File: src/rtl/adder_pkg.sv
// adder_pkg: shared width limit and reference sum function for the adder datapath
package adder_pkg;
  localparam int ADDER_MAX_WIDTH = 64;
  function automatic logic [ADDER_MAX_WIDTH:0] adder_ref(
    input logic [ADDER_MAX_WIDTH-1:0] a,
    input logic [ADDER_MAX_WIDTH-1:0] b,
    input logic cin,
    input int width
  );
    logic [ADDER_MAX_WIDTH-1:0] mask;
    mask = ~(64'hFFFF_FFFF_FFFF_FFFF << width);
    if (width >= ADDER_MAX_WIDTH) mask = '1;
    return {1'b0, a & mask} + {1'b0, b & mask} + {{ADDER_MAX_WIDTH{1'b0}}, cin};
  endfunction
endpackage

File: src/rtl/full_adder_fa_cell.sv
// fa_cell: single-bit combinational full adder
module fa_cell (
  input  logic a,
  input  logic b,
  input  logic ci,
  output logic s,
  output logic co
);
  assign s  = a ^ b ^ ci;
  assign co = (a & b) | (a & ci) | (b & ci);
endmodule

File: src/rtl/full_adder.sv
// full_adder: WIDTH-bit ripple-carry adder with a single registered output stage
module full_adder
  import adder_pkg::*;
#(
  parameter int WIDTH = 1
) (
  input  logic             clk,
  input  logic             rst,
  input  logic             in_valid,
  input  logic [WIDTH-1:0] A,
  input  logic [WIDTH-1:0] B,
  input  logic             Cin,
  output logic [WIDTH-1:0] S,
  output logic             Cout,
  output logic             out_valid
);
  if (WIDTH < 1 || WIDTH > ADDER_MAX_WIDTH) begin : g_bad_width
    $error("full_adder: WIDTH %0d outside 1..%0d", WIDTH, ADDER_MAX_WIDTH);
  end
  logic [WIDTH:0]   w_c;
  logic [WIDTH-1:0] w_s;
  logic [WIDTH-1:0] r_s;
  logic             r_cout;
  logic             r_valid;
  assign w_c[0] = Cin;
  for (genvar g = 0; g < WIDTH; g++) begin : g_cell
    fa_cell u_cell (.a(A[g]), .b(B[g]), .ci(w_c[g]), .s(w_s[g]), .co(w_c[g+1]));
  end
  // Data loads only on valid, so X on idle operands never reaches the outputs
  always_ff @(posedge clk or posedge rst) begin
    if (rst) begin
      r_s     <= '0;
      r_cout  <= 1'b0;
      r_valid <= 1'b0;
    end else begin
      r_valid <= in_valid;
      if (in_valid) begin
        r_s    <= w_s;
        r_cout <= w_c[WIDTH];
      end
    end
  end
  assign S         = r_s;
  assign Cout      = r_cout;
  assign out_valid = r_valid;
endmodule

File: config.mk
export PLATFORM = sky130hd
export DESIGN_NAME = full_adder
export DESIGN_NICKNAME = d
export VERILOG_FILES = /design/src/rtl/adder_pkg.sv /design/src/rtl/full_adder_fa_cell.sv /design/src/rtl/full_adder.sv
export SDC_FILE = /design/constraint.sdc
export NUM_CORES = 1
export LEC_CHECK = 0
export ABC_AREA = 1
export BUFFER_PORTS_ARGS = -buffer_cell sky130_fd_sc_hd__buf_2
export CAP_MARGIN = 20
export CORE_AREA = 2 2 39 41
export DETAILED_ROUTE_END_ITERATION = 8
export DIE_AREA = 0 0 41 43
export GPL_ROUTABILITY_DRIVEN = 0
export SETUP_SLACK_MARGIN = 0.02
export SLEW_MARGIN = 15
export SYNTH_ARGS = -nofsm -noshare
export SYNTH_HDL_FRONTEND = slang
export SYNTH_HIERARCHICAL = 1
export SYNTH_SLANG_ARGS = --single-unit
File: constraint.sdc
create_clock -name clk -period 1.1 [get_ports clk]
set_input_delay 0.275 -clock clk [delete_from_list [all_inputs] [get_ports clk]]
set_output_delay 0.275 -clock clk [all_outputs]
set_load 0.05 [all_outputs]
==> flow_metrics.env <==
export IMPL_outcome="complete, no violations"
export IMPL_synth_top_area_share_pct=60.0
export IMPL_clock_fmax_mhz=944
export IMPL_period_needed_ps=1060
export IMPL_ys_seq_area_share_pct=60.0
export IMPL_clk_pin_slew_worst_paths_ps=40
export IMPL_power_switching_w=0.000123
export IMPL_setup_tns_ps=0
export IMPL_ys_ff_latch=3
export IMPL_avgSynthCellArea_sq_um=10.4
export IMPL_intPower_w=0.000295
export IMPL_gr_total_overflow=0
export IMPL_synth_compound_area_share_pct=0
export IMPL_core_area_sq_um=1380
export IMPL_grt_pass1_vias=134
export IMPL_h_tree_depth=1
export IMPL_ir_drop_v=0.000172
export IMPL_worst_r2r_path_depth=2
export IMPL_cp_depth=1
export IMPL_rows=14
export IMPL_syn_inst=12
export IMPL_synth_area_leader_cell="dfrtp_1"
export IMPL_die_area_sq_um=1760
export IMPL_slew_violations=0
export IMPL_hold_class="in -> reg"
export IMPL_cts_root_buf="clkbuf_4"
export IMPL_tightest_slew_ps=157
export IMPL_crit_arrival_ps=780
export IMPL_ys_warn_count=6
export IMPL_clk_path_buf_depth=2
export IMPL_ys_types=4
export IMPL_port_buffers=8
export IMPL_crit_type="reg -> out"
export IMPL_crit_path_max_fanout=1
export IMPL_vias_per_cell=2.83
export IMPL_crit_chain="clkbuf_4"
export IMPL_cp_slowest_cell="dfrtp_1"
export IMPL_gr_usage_met1_pct=2.90
export IMPL_antenna_left=0
export IMPL_p_sw_share_pct=29.4
export IMPL_cts_sinks=3
export IMPL_grtUsageMet2_pct=6.25
export IMPL_synth_top_family_by_area="simple AND/OR/NAND/NOR gates"
export IMPL_power_frac_comb_pct=23.7
export IMPL_cts_buffers=3
export IMPL_first_iter_violations=1
export IMPL_timing_final_hold_violations=0
export IMPL_synthXorXnorAreaFrac_pct=0
export IMPL_grt_max_degree=5
export IMPL_grt_busiest_layer="met4"
export IMPL_nets=33
export IMPL_p_leak_nw=0.127
export IMPL_met3_usage_pct=0
export IMPL_syn_area_sq_um=125
export IMPL_ios=9
export IMPL_gr_usage_all_layers_pct=4.12
export IMPL_cap_violations=0
export IMPL_fin_crit_sh_pct=96.3
export IMPL_routed_wl_microns=283
export IMPL_max_stage_delay_ps=350
export IMPL_finalSetupViolations=0
export IMPL_worst_path_buf_inv=1
export IMPL_synth_area_leaders="dfrtp_1 60%, nand2_1 18%, fa_1 16%"
export IMPL_synthAdderAreaFrac_pct=16.0
export IMPL_holdWs_ps=194
export IMPL_post_cts_setup_buffers=0
export IMPL_layout_drive_gt1_share_pct=44.0
export IMPL_vias=116
export IMPL_syn_num_nets=19
export IMPL_p_per_area_nw_per_um2=1770
export IMPL_yosys_area_share_simple_pct=18.0
export IMPL_antennaDiodeCount=0
export IMPL_fp_dieW_microns=41
export IMPL_start_kind="flop"
export IMPL_cp_end_kind="primary output"
export IMPL_power_w=0.000418
export IMPL_cts_tree="yes"
export IMPL_clock_skew_ps=0
export IMPL_crit_family="flip-flops"
export IMPL_dr_pass1_iters=2
export IMPL_pwr_share_clk_pct=45.3
export IMPL_detail_route_wl_per_cell_microns=6.90
export IMPL_synth_area_mux_share_pct=0
export IMPL_area_growth_pct=89.0
export IMPL_rsz0062_at_grt="yes"
export IMPL_slew_headroom_pct=89.6
export IMPL_hold_path_cell_count=1
export IMPL_route_detailed_drc=0
export IMPL_die_h_microns=43
export IMPL_initial_core_util_pct=9.04
export IMPL_seq_power_share_pct=31.0
export IMPL_grt_antenna_before_repair=0
export IMPL_grt_pass1_wl_microns=414
export IMPL_crit_required_ps=820
export IMPL_clkLatencyLatePin_ps=230
synthesized netlist by cell type:
master / n
inv_1: 2
nand2_1: 6
fa_1: 1
dfrtp_1: 3
registers in the layout (all words and copies together) (netlist names):
register,flops
S,1
Cout,1
out_valid,1
cells in the final DEF, fill, tap and decap left out, drive strengths merged:
master       instances
dfrtp                3
buf                  7
nand2                6
inv                  2
fa                   1
dlygate4sd3          1
clkbuf               5
cells by family (layout without fill, tap and decap cells):
group | Yosys count | in the layout
adder cells (fa/ha/maj) | 1 | 1
buffers and inverters | 2 | 15
flip-flops | 3 | 3
AND/OR/NAND/NOR | 6 | 6
through the flow:
step | instance area, sq um | utilization, % | worst slack [ps] | instances
after CTS | 226 | 16.4 | 18.7 | 41
after detailed placement | 185 | 13.4 | -4.55 | 36
final | 236 | 17.1 | 41.0 | 41
after floorplan | 125 | - | 153 | 12
after global routing | 236 | 17.1 | 17.8 | 41
after global placement | 185 | 13.4 | 6.61 | 36
power by group through the flow:
| stage | logic, W | registers (W) | clock network, W |
|---|---|---|---|
| 2_1_floorplan | 0.0000148 | 0.000170 | 0 |
| 3_3_place_gp | 0.0000841 | 0.000128 | 0 |
| 3_5_place_dp | 0.0000855 | 0.000129 | 0 |
| 4_1_cts | 0.0000939 | 0.000128 | 0.000202 |
| 5_1_grt | 0.000108 | 0.000131 | 0.000204 |
| 6_report | 0.0000991 | 0.000130 | 0.000189 |
final timing paths:
check                                         start                   to  slack, ps
worst max-delay path            out_valid$_DFF_PP0_            out_valid         40
worst min-delay path                       in_valid  out_valid$_DFF_PP0_        190
worst max register to register        S$_DFFE_PP0P_        S$_DFFE_PP0P_        490
worst min register to register        S$_DFFE_PP0P_        S$_DFFE_PP0P_        500
max in group asynchronous                       rst        S$_DFFE_PP0P_        520
min in group asynchronous                       rst     Cout$_DFFE_PP0P_        450
metal layers:
metal / wire length [microns] / vias up
li1: - / 59
met5: 0 / -
met1: 112 / 49
met3: 30 / 0
met4: 0 / 0
met2: 141 / 8
what timing repair did:
action,CTS,global route
endpoints found under the hold margin,3,0
endpoints found under the setup margin,2,3
resized for setup,2,3
hold buffers,1,0
cell type report:
type                            instances  area (sq um)
Fill cell                             161          1150
Sequential cell                         3          75.1
Timing Repair Buffer                    9          65.1
Multi-Input combinational cell          7          42.5
Clock buffer                            4          26.3
Tap cell                               16          20.0
Inverter                                2          7.51
Power figures use the tool's default switching activity.
